**config.mk**
```make
export PLATFORM = sky130hd
export DESIGN_NAME = gpio_port_bank
export DESIGN_NICKNAME = d
export VERILOG_FILES = /design/src/rtl/gpio_port_bank.sv
export SDC_FILE = /design/constraint.sdc
export NUM_CORES = 1
export LEC_CHECK = 0
export CAP_MARGIN = 10
export CORE_MARGIN = 2
export CORE_UTILIZATION = 25
export CTS_CLUSTER_SIZE = 8
export DETAILED_ROUTE_END_ITERATION = 8
export SYNTH_ARGS = -nofsm -noshare
export SYNTH_HDL_FRONTEND = slang
export SYNTH_SLANG_ARGS = --single-unit
```
**constraint.sdc**
```tcl
create_clock -name clock -period 9.5 [get_ports clock]
set_clock_uncertainty 0.1 [all_clocks]
set_input_delay 2.375 -clock clock [delete_from_list [all_inputs] [get_ports clock]]
set_output_delay 2.375 -clock clock [all_outputs]
set_load 0.03 [all_outputs]
```
**src/rtl/gpio_port_bank.sv**
```systemverilog
// Memory-mapped GPIO port bank: per-pin direction, set/clear/toggle writes,
// three-flop synchronised inputs and rising-edge interrupts with W1C pending flags.
module gpio_port_bank #(
  parameter int          WIDTH     = 32,
  parameter logic [31:0] BASE_ADDR = 32'h0000ABC0
) (
  input  logic             clock,
  input  logic             reset,
  input  logic [31:0]      addr,
  input  logic [31:0]      wdata,
  input  logic             we,
  input  logic             re,
  output logic [31:0]      rdata,
  output logic             rvalid,
  input  logic [WIDTH-1:0] pins_in,
  output logic [WIDTH-1:0] pins_out,
  output logic [WIDTH-1:0] pins_oe,
  output logic             irq
);

  localparam logic [4:0] OFF_OUT  = 5'h00;
  localparam logic [4:0] OFF_DIR  = 5'h04;
  localparam logic [4:0] OFF_IN   = 5'h08;
  localparam logic [4:0] OFF_IEN  = 5'h0C;
  localparam logic [4:0] OFF_PEND = 5'h10;
  localparam logic [4:0] OFF_SET  = 5'h14;
  localparam logic [4:0] OFF_CLR  = 5'h18;
  localparam logic [4:0] OFF_TGL  = 5'h1C;

  logic [WIDTH-1:0] out_q, out_d;
  logic [WIDTH-1:0] dir_q, dir_d;
  logic [WIDTH-1:0] ien_q, ien_d;
  logic [WIDTH-1:0] pend_q, pend_d;
  logic [WIDTH-1:0] s1_q, s1_d;
  logic [WIDTH-1:0] s2_q, s2_d;
  logic [WIDTH-1:0] s3_q, s3_d;
  logic [31:0]      rdata_q, rdata_d;
  logic             rvalid_q, rvalid_d;

  logic             hit;
  logic [4:0]       offset;
  logic [WIDTH-1:0] wd;
  logic [WIDTH-1:0] w1c_mask;
  logic [WIDTH-1:0] rise;
  logic [31:0]      rd_val;
  logic             unused_wdata;

  assign hit          = (addr[31:5] == BASE_ADDR[31:5]);
  assign offset       = addr[4:0];
  assign wd           = wdata[WIDTH-1:0];
  assign unused_wdata = ^wdata;

  // Read mux uses pre-write register values, so a same-cycle write is not visible.
  always_comb begin
    rd_val = '0;
    case (offset)
      OFF_OUT:  rd_val[WIDTH-1:0] = out_q;
      OFF_DIR:  rd_val[WIDTH-1:0] = dir_q;
      OFF_IN:   rd_val[WIDTH-1:0] = s2_q;
      OFF_IEN:  rd_val[WIDTH-1:0] = ien_q;
      OFF_PEND: rd_val[WIDTH-1:0] = pend_q;
      default:  rd_val = '0;
    endcase
  end

  always_comb begin
    out_d    = out_q;
    dir_d    = dir_q;
    ien_d    = ien_q;
    w1c_mask = '0;
    if (hit && we) begin
      case (offset)
        OFF_OUT:  out_d    = wd;
        OFF_DIR:  dir_d    = wd;
        OFF_IEN:  ien_d    = wd;
        OFF_PEND: w1c_mask = wd;
        OFF_SET:  out_d    = out_q | wd;
        OFF_CLR:  out_d    = out_q & ~wd;
        OFF_TGL:  out_d    = out_q ^ wd;
        default:  ;
      endcase
    end

    s1_d = pins_in;
    s2_d = s1_q;
    s3_d = s2_q;

    // A fresh rise is ORed in after the clear, so it survives a same-cycle W1C.
    rise   = s2_q & ~s3_q & ien_q;
    pend_d = (pend_q & ~w1c_mask) | rise;

    rdata_d  = rdata_q;
    rvalid_d = 1'b0;
    if (hit && re) begin
      rdata_d  = rd_val;
      rvalid_d = 1'b1;
    end
  end

  always_ff @(posedge clock or posedge reset) begin
    if (reset) begin
      out_q    <= '0;
      dir_q    <= '0;
      ien_q    <= '0;
      pend_q   <= '0;
      s1_q     <= '0;
      s2_q     <= '0;
      s3_q     <= '0;
      rdata_q  <= '0;
      rvalid_q <= 1'b0;
    end else begin
      out_q    <= out_d;
      dir_q    <= dir_d;
      ien_q    <= ien_d;
      pend_q   <= pend_d;
      s1_q     <= s1_d;
      s2_q     <= s2_d;
      s3_q     <= s3_d;
      rdata_q  <= rdata_d;
      rvalid_q <= rvalid_d;
    end
  end

  assign pins_out = out_q;
  assign pins_oe  = dir_q;
  assign rdata    = rdata_q;
  assign rvalid   = rvalid_q;
  assign irq      = |(pend_q & ien_q);

endmodule

```
==> impl_metrics.yaml, run 1 <==
run_status:
  outcome: "completed"
finish:
  fillers: 4666
  layout-drive-gt1-share_pct: 15.45
  multi_input_area_sq_um: 5162
  stdcell_area_sq_um: 15730
  seqCellArea_sq_um: 6431
  syn2layout_area_growth_pct: 30.27
  layout.nets: 1306
  n_antenna_cell: 0
worst_setup_path:
  worst_path_max_delay_cell: "clkdlybuf4s50_1"
  cpPeakStageDelay_ps: 650
  path_cells: "a22o_1 -> a221oi_1 -> nand3_1 -> or4_1 -> clkdlybuf4s50_1"
  worstSetupPathType: "register to primary output"
  critPathCaptureType: "primary output"
  cp-start-kind: "register"
  crit_fanout: 4
  critPathArrivalTime_ps: 2950
  worst_ep_required_time_ps: 7030
pwr:
  power_switching_mw: 0.5896
  p_clk_share_pct: 48.2
  p_leak_nw: 6.875
  power_switching_share_pct: 23.51
  p_seq_share_pct: 45.1
  vdd_drop_max_mv: 0.1017
  power_density_nw_per_um2: 159.4
  intPower_mw: 1.918
  power_frac_comb_pct: 6.7
route:
  vias: 8793
  viasPerCell: 4.993
  drcViolationCount: 0
  drtPass1Iterations: 7
  ant_nets: 0
  wire_per_inst_um: 23.33
  routed_wl_mm: 41.09
  drt_iter0_drc: 621
floorplanning:
  rows: 80
  fp.coreArea_sq_um: 47750
  start_util_pct: 25.30
  die_y_um: 223.8
  die_w_um: 223.8
  dieArea_sq_um: 50090
  io_pins: 198
grt:
  grt_first_pass_wirelength_mm: 61.86
  grt_use_total_pct: 16.52
  grt_max_degree: 72
  antenna_found_initial: 1
  grt_pass1_vias: 9363
  grt_overflow: 0
sta:
  rsz0062_at_grt: "no"
  max_slew.worst_pin.slew_ps: 1090
  fin_crit_ps: 5423
  drv_slew: 0
  finalSetupViolCount: 0
  fin_crit_sh_pct: 57.08
  slew_headroom_pct: 27.15
  fin_setup_tns_ps: 0
  fmax_mhz: 184.4
  hold_viol: 0
synthesis:
  syn_nets: 1113
  ys_warn_count: 0
  ys_types: 38
  ys_top_cells_by_count: "dfrtp_1 (257), mux2_2 (93), inv_1 (65), mux2i_1 (65), ha_1 (64)"
  syn-cell-area_sq_um: 12080
  synth_area_leader_cell: "dfrtp_1"
  synth.top_cell.area_share_pct: 53.25
  post-synth-top-count-cell: "dfrtp_1"
  ys_seq_elements: 257
  netlist_instances: 949
  synth-edff-count: 0
  syn_avg_cell_area_sq_um: 12.73
  synth.area.top_cells: "dfrtp_1 (53%), mux2_2 (8.7%), ha_1 (6.6%)"
  synth_seq_area_share_pct: 53.25
  async_reset_ff_share_pct: 100.0
  synth_ff_type: "dfrtp_1"
clock_tree:
  cts_buffers: 38
  post_cts_buffers: 0
  cts-root-buf: "clkbuf_16"
  clock_latency_ps: 540
  htree_num_levels: 2
  cts_sinks: 257
  cts-resized-gates: 0
  path_clk_slew_ps: 50
  cts_max_path_buffers: 3
  cts_tree: "built"
  hold_buffers: 0
hold_path:
  min_path_type: "register to register"
place:
  place_area_sq_um: 14720
  numPortBuffers: 197
  gp_congestion: 0.8177
  dpl.hpwl_mm: 27.95
flow_run:
  cap_violations: 0
## state kept, by name (all words and copies together) (netlist names)
name and cells:
s1_q 32, rvalid 1, ien_q 32, rdata 32, s2_q 32, pins_out 32
s3_q 32, pend_q 32, pins_oe 32
## cells by family after synthesis
| logic type | count (synthesis) | synth area share [%] |
|---|---|---|
| flip-flops | 257 | 53.25 |
| multiplexers | 193 | 17.32 |
| buffers and inverters | 129 | 4.600 |
| AND/OR/NAND/NOR | 98 | 4.900 |
| adder cells (fa/ha/maj) | 64 | 6.630 |
| AO/OA/AOI/OAI | 208 | 13.30 |
## routing by layer
| layer | wire (um) | track usage (%) | part of all wire [%] | vias to the layer above |
|---|---|---|---|---|
| met1 | 17470 | 21.38 | 43 | 4490 |
| met2 | 18980 | 25.77 | 46 | 324 |
| li1 | - | - | - | 3898 |
| met4 | 1364 | 6.602 | 3.3 | 2 |
| met3 | 3253 | 5.063 | 7.9 | 79 |
| met5 | 15 | 0 | 0.037 | - |
## final cells by class
class,count,area share (%)
flip-flops and latches,257,40.87
multi-input cells,563,32.81
repair buffers,217,13.42
clock buffers,42,6.338
well taps,615,4.891
inverters,65,1.575
clock inverters,2,0.08748
## final timing paths
kind | startpoint | end | slack [ps] | cells after the start
worst max-delay path | ien_q[30] | irq | 4080 | 5
worst min-delay path | s1_q[20] | s2_q[20] | 240 | 0
worst max register to register | ien_q[9] | rdata[9] | 7750 | 4
worst min register to register | s1_q[20] | s2_q[20] | 240 | 0
max in group asynchronous | reset | pins_out[26] | 5130 | 4
min in group asynchronous | reset | s1_q[5] | 2250 | 2
## stage by stage
step	hold WS, ps	std cells	power [mW]	utilization [%]	worst slack (ps)
6_report	243.8	1761	2.508	32.95	4077
5_1_grt	252.6	1761	2.596	32.95	4023
4_1_cts	246.0	1761	2.539	32.95	4032
3_5_place_dp	235.5	1717	1.317	30.84	3748
3_3_place_gp	234.1	1717	1.312	30.84	3797
2_1_floorplan	231.2	949	1.222	-	3639
## worst max-delay path: cells and delay by family, from the launching register on
| family | cells | cell delay, ps |
|---|---|---|
| and+or+nand+nor | 2 | 740 |
| DFF | 1 | 440 |
| AOI/OAI and AO/OA | 2 | 580 |
| buffers and inverters | 1 | 650 |
## layout by cell type, fill, tap and decap left out, drive strengths merged, types with 3 or more instances in the layout
cell           instances
a221o                 32
a22oi                 44
a32o                  32
buf                   22
clkbuf                42
clkdlybuf4s50        195
dfrtp                257
ha                    64
inv                   65
mux2                 128
mux2i                 65
nand2                 33
nand3                 37
nand4                  3
nor2                   3
nor3                   4
nor4b                  7
o21ai                 32
o22ai                 32
o31ai                 32
## power by group through the flow
stage,Combinational [mW],Sequential (mW),Clock [mW]
after global routing,0.185,1.13,1.28
after global placement,0.165,1.15,0
after CTS,0.171,1.13,1.24
after detailed placement,0.170,1.15,0
after floorplan,0.0806,1.14,0
final,0.169,1.13,1.21
No activity file was read; power rests on OpenSTA's default activity.
==> run 2, diff against run 1 <==
==> constraint.sdc (replaced) <==
create_clock -name clock -period 5 [get_ports clock]
set_clock_uncertainty 0.1 [all_clocks]
set_input_delay 1.25 -clock clock [delete_from_list [all_inputs] [get_ports clock]]
set_output_delay 1.25 -clock clock [all_outputs]
set_load 0.03 [all_outputs]
==> run 2 against run 1 <==
Net effect: critical path depth unchanged; critical path type unchanged; total power increased by 92%; critical endpoint unchanged; global-route usage increased by 0.16 points; highest routed layer unchanged.
==> impl_metrics.yaml, run 2 (synthesis gave the netlist of run 1 again) <==
pwr:
  vdd_drop_max_mv: 0.1825
  power_density_nw_per_um2: 302.1
  p_leak_nw: 6.987
grt:
  grt_pass1_vias: 9497
  antenna_found_initial: 3
  grt_first_pass_wirelength_mm: 62.25
  grt_use_total_pct: 16.68
  grt_overflow: 0
  grt_max_degree: 52
sta:
  fin_hold_ws_ps: 238.9
  max_slew.worst_pin.slew_ps: 1128
  drv_slew: 0
  fin_crit_ps: 4337
  fin_crit_sh_pct: 86.73
  hold_viol: 0
  rsz0062_at_grt: "no"
  finalSetupViolCount: 0
  slew_headroom_pct: 24.66
  fin_setup_tns_ps: 0
  fmax_mhz: 230.6
route:
  highest_layer: "met5"
  drcViolationCount: 0
  drtPass1Iterations: 4
  wl_met1_mm: 18.20
  wl_met3_mm: 2.948
  wire_per_inst_um: 23.58
  viasPerCell: 5.064
  routed_wl_mm: 41.87
  drt_iter0_drc: 568
  vias: 8994
  ant_nets: 0
  wl_met2_mm: 19.51
worst_setup_path:
  worstSetupPathType: "register to primary output"
  cpPeakStageDelay_ps: 650
  worst_ep_required_time_ps: 3650
  crit_fanout: 4
  path_cells: "a22o_1 -> a221oi_1 -> nand3_1 -> or4_1 -> clkdlybuf4s50_1"
  r2r-start: "ien_q[3]"
  r2r_cells: 4
  cp-start-kind: "register"
  critPathCaptureType: "primary output"
  worst_path_max_delay_cell: "clkdlybuf4s50_1"
  r2r-end: "rdata[3]"
  critPathArrivalTime_ps: 2990
  r2r_slack_ps: 3230
finish:
  fillers: 4644
  seqCellArea_sq_um: 6431
  layout.nets: 1320
  layout_commonest_cell: "dfrtp_1"
  final_cells: 1776
  final_cell_mix: "dfrtp_1 (257), clkdlybuf4s50_1 (195), mux2_2 (93)"
  layout-drive-gt1-share_pct: 16.48
  syn2layout_area_growth_pct: 32.08
  multi_input_area_sq_um: 5162
clock_tree:
  cts-resized-gates: 0
  clock_latency_ps: 520
  path_clk_slew_ps: 50
  cts_tree: "built"
  post_cts_buffers: 0
  cts_sinks: 257
  cts_buffers: 38
  htree_num_levels: 2
  cts-root-buf: "clkbuf_16"
  hold_buffers: 0
  cts_max_path_buffers: 3
place:
  dp_cells: 1731
  dpl.hpwl_mm: 29.51
  gp_congestion: 0.7886
  numPortBuffers: 197
hold_path:
  min_to: "s2_q[11]"
  min_path_type: "register to register"
  holdPathStages: 0
  hp-start: "s1_q[11]"
floorplanning:
  die_y_um: 223.8
  rows: 80
  dieArea_sq_um: 50090
  die_w_um: 223.8
  io_pins: 198
  start_util_pct: 25.30
  fp.coreArea_sq_um: 47750
run_status:
  outcome: "completed"
flow_run:
  cap_violations: 0
run 2: where the power goes:
part           leakage, nW  total, mW  internal, mW  switching, mW
registers             3.03       2.15          2.12         0.0221
clock network        0.508       2.33          1.44          0.898
logic                 3.44      0.340         0.145          0.195
total                 6.99       4.82          3.70           1.11
run 2: routing by layer:
metal | vias up | track usage, %
li1 | 3948 | -
met1 | 4621 | 22.08
met2 | 348 | 26.58
met3 | 75 | 3.974
met4 | 2 | 6.022
met5 | - | 0
run 2: layout make-up:
type	count	area share, %
multi-input combinational	563	32.36
clock buffer	41	6.227
antenna	2	0.03137
clock inverter	2	0.2431
sequential	257	40.31
inverter	65	1.553
timing repair buffer	231	14.45
tap	615	4.824
run 2: critical path, delay by kind of cell, from the launching register on:
kind                   cells  cell delay (ps)
AO/OA/AOI/OAI              2              660
buffers and inverters      1              650
flip-flops                 1              410
AND/OR/NAND/NOR            2              740
run 2: through the flow:
stage / setup slack [ps] / total power, mW / instance area (sq um) / util (%)
floorplan: 264.4 / 2.323 / 12080 / -
global placement: 721.2 / 2.510 / 14920 / 31.24
detailed placement: 723.6 / 2.519 / 14920 / 31.24
CTS: 665.7 / 4.873 / 15950 / 33.40
global route: 574.4 / 4.989 / 15950 / 33.41
finish: 663.3 / 4.819 / 15950 / 33.41
run 2: worst max path at each step:
stage,from,end,depth (start not counted),slack [ps]
floorplan,reset,ien_q[0],1,260
global placement,addr[22],ien_q[19],6,720
detailed placement,addr[22],ien_q[15],6,720
CTS,ien_q[29],irq,5,670
global route,ien_q[29],irq,5,570
finish,ien_q[29],irq,5,660
